--- config.mk ---
export PLATFORM = sky130hd
export DESIGN_NAME = iigs_speed_ctl_flat
export DESIGN_NICKNAME = d
export VERILOG_FILES = /design/src/rtl/iigs_speed_ctl_if.sv /design/src/rtl/iigs_speed_ctl.sv /design/src/flat_wrapper.sv
export SDC_FILE = /design/constraint.sdc
export NUM_CORES = 1
export LEC_CHECK = 0
export ABC_AREA = 1
export BUFFER_PORTS_ARGS = -buffer_cell sky130_fd_sc_hd__clkbuf_2
export CORE_ASPECT_RATIO = 1.4
export CORE_MARGIN = 3
export CORE_UTILIZATION = 47
export DETAILED_ROUTE_END_ITERATION = 8
export GPL_TIMING_DRIVEN = 1
export PLACE_DENSITY_LB_ADDON = 0.05
export SKIP_CTS_REPAIR_TIMING = 1
export SLEW_MARGIN = 30
export SYNTH_ARGS = -nofsm -noshare
export SYNTH_HDL_FRONTEND = slang
export SYNTH_SLANG_ARGS = --single-unit
--- constraint.sdc ---
create_clock -name clk_sys -period 4.7 [get_ports clk_sys]
set_input_delay 0.235 -clock clk_sys [delete_from_list [all_inputs] [get_ports clk_sys]]
set_output_delay 0.235 -clock clk_sys [all_outputs]
set_load 0.02 [all_outputs]
--- src/rtl/iigs_speed_ctl_if.sv ---
// CPU bus view for iigs_speed_ctl: cycle address/qualifiers toward the scheduler,
// clock enable back to the CPU.
interface iigs_speed_ctl_if;
    logic [7:0]  bank;
    logic [15:0] addr;
    logic        valid;
    logic        cpu_we;
    logic        cpu_ce;

    modport master (output bank, addr, valid, cpu_we, input cpu_ce);
    modport slave  (input bank, addr, valid, cpu_we, output cpu_ce);
endinterface

--- src/rtl/iigs_speed_ctl.sv ---
// IIgs CPU clock-enable scheduler: fast cycles, Mega II-synchronised slow cycles,
// and (with IIGS_SPEED_REFRESH_EN defined) periodic stolen DRAM refresh cycles.
module iigs_speed_ctl #(
    parameter int unsigned REFRESH_PERIOD = 9,
    parameter int unsigned STAT_W         = 16
) (
    input  logic                  clk_sys,
    input  logic                  reset_n,
    input  logic                  fast_tick,
    input  logic                  slow_tick,
    input  logic [7:0]            cyareg,
    input  logic [3:0]            motor_on,
    input  logic [7:0]            shadow,
    iigs_speed_ctl_if.slave       bus,
    output logic                  slow_cycle,
    output logic                  refresh_busy,
    output logic [STAT_W-1:0]     slow_count
);

    localparam logic [1:0] ST_FAST    = 2'd0;
    localparam logic [1:0] ST_SYNC    = 2'd1;
    localparam logic [1:0] ST_SLOW    = 2'd2;
    localparam logic [1:0] ST_REFRESH = 2'd3;

    logic [1:0] state;
    logic [1:0] state_nxt;
    logic       slow_req;
    logic       refresh_due;
    logic       ce;
    logic       fast_ce;
    logic       slow_done;

    logic bank_sys;
    logic bank_mega;
    logic is_write;
    logic shadow_wr_slow;

    // Slow-cycle classification from speed register, motor detect and address map.
    always_comb begin
        bank_sys  = (bus.bank == 8'h00) || (bus.bank == 8'h01);
        bank_mega = (bus.bank == 8'hE0) || (bus.bank == 8'hE1);
        is_write  = bus.valid && !bus.cpu_we;

        shadow_wr_slow = 1'b0;
        if (is_write && bank_sys) begin
            if ((bus.addr[15:10] == 6'b000001) && !shadow[0])
                shadow_wr_slow = 1'b1;
            if ((bus.addr[15:13] == 3'b001) && !shadow[1])
                shadow_wr_slow = 1'b1;
            if ((bus.addr[15:13] == 3'b010) && !shadow[2])
                shadow_wr_slow = 1'b1;
            if ((bus.bank == 8'h01) && (bus.addr >= 16'h2000) && (bus.addr <= 16'h9FFF)
                && !shadow[3])
                shadow_wr_slow = 1'b1;
        end

        slow_req = !cyareg[7]
                || (|(cyareg[3:0] & motor_on))
                || (bus.valid && bank_mega)
                || (bus.valid && (bank_sys || bank_mega)
                    && (bus.addr[15:8] == 8'hC0) && !shadow[6])
                || shadow_wr_slow;
    end

`ifdef IIGS_SPEED_REFRESH_EN
    localparam logic [7:0] REF_LAST = 8'(REFRESH_PERIOD);
    logic [7:0] ref_cnt;

    assign refresh_due  = (ref_cnt == REF_LAST);
    assign refresh_busy = (state == ST_REFRESH);

    // Counts fast cpu_ce pulses since the last refresh or slow cycle.
    always_ff @(posedge clk_sys or negedge reset_n) begin
        if (!reset_n)
            ref_cnt <= '0;
        else if (slow_done || ((state == ST_REFRESH) && fast_tick))
            ref_cnt <= '0;
        else if (fast_ce)
            ref_cnt <= ref_cnt + 8'd1;
    end
`else
    assign refresh_due  = 1'b0;
    assign refresh_busy = 1'b0;
`endif

    always_comb begin
        state_nxt = state;
        ce        = 1'b0;
        fast_ce   = 1'b0;
        slow_done = 1'b0;
        case (state)
            ST_FAST: begin
                if (fast_tick) begin
                    if (refresh_due)
                        state_nxt = ST_REFRESH;
                    else if (slow_req)
                        state_nxt = slow_tick ? ST_SLOW : ST_SYNC;
                    else begin
                        ce      = 1'b1;
                        fast_ce = 1'b1;
                    end
                end
            end
            ST_SYNC: begin
                if (slow_tick)
                    state_nxt = ST_SLOW;
            end
            ST_SLOW: begin
                if (slow_tick) begin
                    ce        = 1'b1;
                    slow_done = 1'b1;
                    state_nxt = ST_FAST;
                end
            end
            ST_REFRESH: begin
                if (fast_tick)
                    state_nxt = ST_FAST;
            end
            default: state_nxt = ST_FAST;
        endcase
    end

    // Gated by reset_n so an abandoned cycle never leaks a clock enable.
    assign bus.cpu_ce = ce && reset_n;
    assign slow_cycle = (state == ST_SYNC) || (state == ST_SLOW);

    always_ff @(posedge clk_sys or negedge reset_n) begin
        if (!reset_n) begin
            state      <= ST_FAST;
            slow_count <= '0;
        end else begin
            state <= state_nxt;
            if (slow_done)
                slow_count <= slow_count + 1'b1;
        end
    end

endmodule

--- src/flat_wrapper.sv ---
// flat-port wrapper written by rule: the top's interface ports become plain ports
module iigs_speed_ctl_flat 
#(
    parameter int unsigned REFRESH_PERIOD = 9,
    parameter int unsigned STAT_W         = 16
)
  (clk_sys, reset_n, fast_tick, slow_tick, cyareg, motor_on, shadow, slow_cycle, refresh_busy, slow_count, bus_bank, bus_addr, bus_valid, bus_cpu_we, bus_cpu_ce);
  iigs_speed_ctl_if bus_i ();
  input  logic clk_sys;
  input  logic reset_n;
  input  logic fast_tick;
  input  logic slow_tick;
  input  logic [7:0] cyareg;
  input  logic [3:0] motor_on;
  input  logic [7:0] shadow;
  output logic slow_cycle;
  output logic refresh_busy;
  output logic [STAT_W-1:0] slow_count;
  input wire logic [$bits(bus_i.bank)-1:0] bus_bank;
  input wire logic [$bits(bus_i.addr)-1:0] bus_addr;
  input wire logic [$bits(bus_i.valid)-1:0] bus_valid;
  input wire logic [$bits(bus_i.cpu_we)-1:0] bus_cpu_we;
  output wire logic [$bits(bus_i.cpu_ce)-1:0] bus_cpu_ce;
  assign bus_i.bank = bus_bank;
  assign bus_i.addr = bus_addr;
  assign bus_i.valid = bus_valid;
  assign bus_i.cpu_we = bus_cpu_we;
  assign bus_cpu_ce = bus_i.cpu_ce;
  iigs_speed_ctl #(.REFRESH_PERIOD(REFRESH_PERIOD), .STAT_W(STAT_W)) u_core (.clk_sys(clk_sys), .reset_n(reset_n), .fast_tick(fast_tick), .slow_tick(slow_tick), .cyareg(cyareg), .motor_on(motor_on), .shadow(shadow), .bus(bus_i), .slow_cycle(slow_cycle), .refresh_busy(refresh_busy), .slow_count(slow_count));
endmodule
==> results of run 1 <==
==> synth_stat cells (2+ instances only) <==
cell type,instances
nand2_1,39
nor2_1,29
inv_1,21
dfrtp_1,18
nand3_1,10
xor2_1,8
ha_1,5
xnor2_1,5
nand4_1,4
a21oi_1,2
inv_2,2
nand2_2,2
nor2_2,2
nor2_4,2
nor3_1,2
==> cell type report <==
cell class / count / area, µm² / share of cell area, %
multi-input cells: 122 / 673.1 / 43.04
flip-flops and latches: 18 / 450.4 / 28.80
repair buffers: 54 / 275.3 / 17.60
inverters: 23 / 86.33 / 5.520
well taps: 34 / 42.54 / 2.720
clock buffers: 4 / 36.28 / 2.320
==> critical path, delay by kind of cell, from the launching register on <==
family	cells	cell delay, ns
AOI/OAI and AO/OA	2	0.29
adders and majority gates	1	0.21
buffers and inverters	2	0.28
DFF	1	0.44
and+or+nand+nor	4	0.36
==> metrics by stage <==
step | power (mW) | cell area [µm²]
2_1_floorplan | 0.3706 | 1217
3_3_place_gp | 0.4331 | 1518
3_5_place_dp | 0.4410 | 1518
4_1_cts | 0.5367 | 1554
5_1_grt | 0.5762 | 1564
6_report | 0.5286 | 1564
==> path summary, 6_finish.rpt <==
path | startpoint | end | slack [ns] | cells past startpoint
setup reg to reg | u_core.state[0]$_DFFE_PN0P_ | u_core.slow_count[13]$_DFFE_PN0P_ | 2.95 | 11
hold / removal | slow_tick | u_core.state[0]$_DFFE_PN0P_ | 0.30 | 4
setup / recovery | u_core.state[1]$_DFFE_PN0P_ | bus_cpu_ce | 2.59 | 9
min in group asynchronous | reset_n | u_core.slow_count[4]$_DFFE_PN0P_ | 0.42 | 2
max in group asynchronous | reset_n | u_core.slow_count[0]$_DFFE_PN0P_ | 3.96 | 2
hold reg to reg | u_core.slow_count[14]$_DFFE_PN0P_ | u_core.slow_count[14]$_DFFE_PN0P_ | 0.50 | 1
==> flip-flops by register name, summed over array words and instances (netlist names) <==
name,cells
u_core.state,2
u_core.slow_count,16
==> power by group <==
group | leakage, nW | internal (mW) | switching [mW]
Combinational | 0.654 | 0.0842 | 0.137
Sequential | 0.242 | 0.183 | 0.0317
Clock | 0.0210 | 0.0471 | 0.0462
Total | 0.917 | 0.314 | 0.214
==> logic make-up after synthesis <==
family	after synthesis	share of synthesized area [%]
XOR/XNOR	13	9.353
adder cells (fa/ha/maj)	5	5.139
AND/OR/NAND/NOR	97	37.62
AO/OA/AOI/OAI	6	2.877
buffers and inverters	24	7.709
flip-flops	18	37.00
other	1	0.3080
==> per-layer routing <==
| layer | vias to the layer above | share of wire, % |
|---|---|---|
| li1 | 621 | - |
| met5 | - | 0 |
| met4 | 0 | 0.89 |
| met2 | 51 | 54 |
| met3 | 2 | 7.3 |
| met1 | 532 | 37 |
==> metrics.md, run 1 <==
| Metric | Value |
|---|---|
| Status | `complete, no violations` |
| Final Hold Fails | `0` |
| Synth warn | `0` |
| Total CTS buffers | `3` |
| Dpl hpwl | `2109 µm` |
| CTS sink cnt | `18` |
| Power density over the cells | `338.0 nW/µm²` |
| Final core occ | `64.00%` |
| WS Path Type | `register to output port` |
| Nets@finish | `277` |
| Initial antenna violation count | `0` |
| Critical-path top delay cell | `dfrtp_1` |
| Largest net degree at the start of global routing | `20` |
| Worst Setup End Kind | `output port` |
| CP max stage delay | `0.44 ns` |
| Grt peak-use layer | `met2` |
| Detailed Route WL | `2468 µm` |
| Clock latency on the worst-skew pair | `0.28 ns` |
| DR iter-0 viols | `27` |
| Yosys reg bits | `18` |
| Die Wd | `49.02 µm` |
| Final ANT Viol Nets | `0` |
| CP startpoint kind | `register` |
| First-pass GRT wire length | `4291 µm` |
| Netlist Area Pre-Place | `1217 µm²` |
| Die area | `3246 µm²` |
| Hold Path Class | `input port to register` |
| Layout cell share with drive strength beyond 1 | `31.22%` |
| Routed vias/inst | `4.729` |
| PortBufs | `53` |
| Fillers | `245` |
| Initial Util | `49.82%` |
| Commonest cells after routing, fill and taps aside | `53 x clkbuf_2, 39 x nand2_1, 29 x nor2_1` |
| Clk slew on worst S/H paths | `0.10 ns` |
| Total grt overflow | `0` |
| Max cap viols | `0` |
| Min Hold Slack | `0.2991 ns` |
| Post-synth EDFFs | `0` |
| Synth top area share | `37.00%` |
| Met2 Use GR | `32.48%` |
| Leak Pwr | `0.9168 nW` |
| Post-route insts no fill | `255` |
| Slew Viols, Final | `0` |
| TritonCTS clock tree | `done` |
| Die height | `66.22 µm` |
| Core area | `2444 µm²` |
| CTS H-Tree Depth | `1` |
| Inst Count DP | `250` |
| Leading area contributor after synthesis | `dfrtp_1` |
| Final worst-path cycle share | `44.80%` |
| Main synth FF type | `dfrtp_1` |
| Max clock buf depth | `2` |
| Num rows | `21` |
| Arrival time at the worst endpoint | `1.87 ns` |
| Crit path max fanout | `4` |
| Syn Area/Cell | `7.423 µm²` |
| Met3 Usage GRT | `2.935%` |
| RSZ-0062 raised after global routing | `no` |
| DR DRC count | `0` |
| Root Driver | `clkbuf_4` |
| CP required | `4.47 ns` |
| Final worst slack | `2.595 ns` |
| Synth top area cells | `dfrtp_1 37%, nand2_1 12%, nor2_1 8.9%` |
| Avg WL per Cell | `9.678 µm` |
| Drt first pass iters | `4` |
| Vias | `1206` |
| Commonest non-fill, non-tap cell in the layout | `clkbuf_2` |
| Num ports | `69` |
| Final setup TNS | `0 ns` |
| Post-synthesis cell count | `164` |
| Syn_nets | `219` |
| # diodes | `0` |
| Register area share after synthesis | `37.00%` |
| Number of global-route vias before repair | `1088` |
| Post-layout min period | `2.105 ns` |
| Synth-to-layout area growth | `28.47%` |
| Max Freq | `475.0 MHz` |
| GR Layer Usage met1 | `17.80%` |
| Final RePlAce weighted congestion | `0.7794` |
| Maximum vdd drop | `0.1627 mV` |
| CP cell instances | `inv_1, ha_1, nand3_1, nor2_1, nand2_1, a21oi_1, nand3_1, a21oi_1, clkbuf_2` |
| Setup-failing EPs final | `0` |
| Setup Skew | `0.001506 ns` |
| GRT Util Overall | `16.92%` |
| Placement Setup Slack | `2.911 ns` |
| Cell variety after synth | `28` |
| Synth async-reset ratio | `100.0%` |
(Power assumes the default switching activity.)
==> inputs of run 2 (changes only) <==
CORE_UTILIZATION = 39   (was 47)
clock period = 1.9 ns   (was 4.7 ns; I/O delays follow)
==> metrics.md, run 2 (same netlist as run 1, synthesis figures left out) <==
| Metric | Value |
|---|---|
| Uppermost layer routed | `met4` |
| Setup-failing EPs final | `0 (unchanged)` |
| WS Path Type | `register to output port` |
| Power density over the cells | `895.5 nW/µm² (+160%)` |
| Commonest non-fill, non-tap cell in the layout | `clkbuf_2` |
| RSZ-0062 raised after global routing | `no` |
| Hold Path Class | `input port to register` |
| # diodes | `0 (unchanged)` |
| Largest net degree at the start of global routing | `19 (-5.0%)` |
| Num ports | `69 (unchanged)` |
| Critical-path top delay cell | `dfrtp_1` |
| CP startpoint kind | `register` |
| Max cap viols | `0 (unchanged)` |
| Drt first pass iters | `4 (unchanged)` |
| Top flop regs | `u_core.slow_count: 16 flops, u_core.state: 2 flops` |
| Placement Setup Slack | `0.1833 ns (-2.727 ns)` |
| GRT Util Overall | `15.20% (-1.7 points)` |
| Most flops, register | `u_core.slow_count` |
| Max Freq | `570.3 MHz` |
| Clk slew on worst S/H paths | `0.07 ns (-0.03 ns)` |
| Slew Viols, Final | `0 (unchanged)` |
| Crit Reg-Reg Endpoint | `u_core.slow_count[13]$_DFFE_PN0P_` |
| Final Hold Fails | `0 (unchanged)` |
| WL met2 | `1347 µm (+0.45%)` |
| Root Driver | `clkbuf_8` |
| Dpl hpwl | `2238 µm (+6.2%)` |
| Die Wd | `53.22 µm (+8.6%)` |
| Met1 Wirelength | `1009 µm (+9.3%)` |
| Reg-to-reg setup timing slack | `0.18 ns (-2.77 ns)` |
| Nets@finish | `281 (+1.4%)` |
| Max clock buf depth | `2 (unchanged)` |
| Depth of the worst register-to-register path | `11 (unchanged)` |
| Setup Skew | `0.003536 ns (+0.002030 ns)` |
| Final RePlAce weighted congestion | `0.7202 (-7.6%)` |
| PortBufs | `53 (unchanged)` |
| TritonCTS clock tree | `done` |
| Critical Path End | `bus_cpu_ce` |
| First-pass GRT wire length | `4609 µm (+7.4%)` |
| Leak Pwr | `0.9447 nW (+3.0%)` |
| Status | `complete, no violations` |
| Num rows | `23 (+9.5%)` |
| Clock latency on the worst-skew pair | `0.25 ns (-0.03 ns)` |
| DR DRC count | `0 (unchanged)` |
| Largest register FFs | `16 (unchanged)` |
| Worst setup path startpoint | `u_core.state[0]$_DFFE_PN0P_` |
| Worst Setup End Kind | `output port` |
| Crit Reg-Reg Startpoint | `u_core.state[0]$_DFFE_PN0P_` |
| Avg WL per Cell | `9.729 µm (+0.52%)` |
| DR iter-0 viols | `22 (-19%)` |
| Inst Count DP | `254 (+1.6%)` |
| Die height | `72.11 µm (+8.9%)` |
| Met3 wire len | `166 µm (-8.3%)` |
| Tot Pwr | `1.468 mW (+180%)` |
| Total CTS buffers | `3 (unchanged)` |
| Post-route insts no fill | `262 (+2.7%)` |
| Initial Util | `41.47% (-8.3 points)` |
| Vias | `1195 (-0.91%)` |
| Min Hold Slack | `0.1938 ns (-0.1054 ns)` |
| CTS H-Tree Depth | `1 (unchanged)` |
| Arrival time at the worst endpoint | `1.66 ns (-0.21 ns)` |
| CP cell instances | `inv_2, ha_4, nand3_1, nor2_1, nand2_1, a21oi_2, nand3_1, a21oi_2, buf_4` |
| Core area | `2935 µm² (+20%)` |
| CP max stage delay | `0.43 ns (about the same)` |
| Maximum vdd drop | `0.4825 mV (+200%)` |
| Number of global-route vias before repair | `1219 (+12%)` |
| Detailed Route WL | `2549 µm (+3.3%)` |
| Final worst slack | `0.1465 ns (-2.448 ns)` |
| Fillers | `304 (+24%)` |
| Initial antenna violation count | `0 (unchanged)` |
| Synth-to-layout area growth | `34.63%` |
| Crit path max fanout | `4 (unchanged)` |
| Post-layout min period | `1.754 ns` |
| Commonest cells after routing, fill and taps aside | `52 x clkbuf_2, 39 x nand2_1, 29 x nor2_1` |
| Die area | `3837 µm² (+18%)` |
| CP required | `1.80 ns (-2.67 ns)` |
| Layout cell share with drive strength beyond 1 | `34.67% (+3.4 points)` |
| CTS sink cnt | `18 (unchanged)` |
| Final ANT Viol Nets | `0 (unchanged)` |
| Total grt overflow | `0 (unchanged)` |
| Routed vias/inst | `4.561 (-3.6%)` |
| Final worst-path cycle share | `92.29%` |
[run 2: area by class of cell]
cell class	instances	area (µm²)	share of cell area [%]
well taps	37	46.29	2.824
multi-input cells	122	693.2	42.29
inverters	23	86.33	5.267
repair buffers	58	307.8	18.78
clock buffers	4	55.05	3.359
flip-flops and latches	18	450.4	27.48
[run 2: through the flow]
step | TNS [ns] | area, µm² | util [%]
global route | 0 | 1639 | 55.84
finish | 0 | 1639 | 55.84
CTS | -0.05347 | 1584 | 53.96
detailed placement | 0 | 1529 | 52.09
global placement | 0 | 1529 | 52.09
floorplan | 0 | 1217 | -
[run 2: where the power goes]
part	internal, mW	leakage [nW]	switching, mW
clock network	0.184	0.0288	0.122
logic	0.265	0.674	0.367
registers	0.453	0.242	0.0764
total	0.902	0.945	0.565
[run 2: worst min-delay path by stage]
stage | start | endpoint | slack (ns) | depth (start not counted)
6_report | slow_tick | u_core.state[0]$_DFFE_PN0P_ | 0.19 | 4
5_1_grt | slow_tick | u_core.slow_count[0]$_DFFE_PN0P_ | 0.23 | 3
4_1_cts | reset_n | u_core.slow_count[5]$_DFFE_PN0P_ | -0.17 | 2
3_5_place_dp | reset_n | u_core.slow_count[5]$_DFFE_PN0P_ | 0.11 | 2
3_3_place_gp | reset_n | u_core.slow_count[5]$_DFFE_PN0P_ | 0.11 | 2
2_1_floorplan | reset_n | u_core.slow_count[0]$_DFFE_PN0P_ | -0.20 | 0
[run 2: critical path: cells and delay by family (launching register included)]
family / cells / cell delay, ns
AO/OA/AOI/OAI: 2 / 0.24
adder cells (fa/ha/maj): 1 / 0.15
buffers and inverters: 2 / 0.25
flip-flops: 1 / 0.43
AND/OR/NAND/NOR: 4 / 0.35
[run 2: metal layers]
layer | track usage, % | vias to the layer above
met5 | 0 | -
met4 | 5.114 | 0
met3 | 1.643 | 2
met2 | 29.06 | 37
met1 | 16.49 | 526
li1 | - | 630
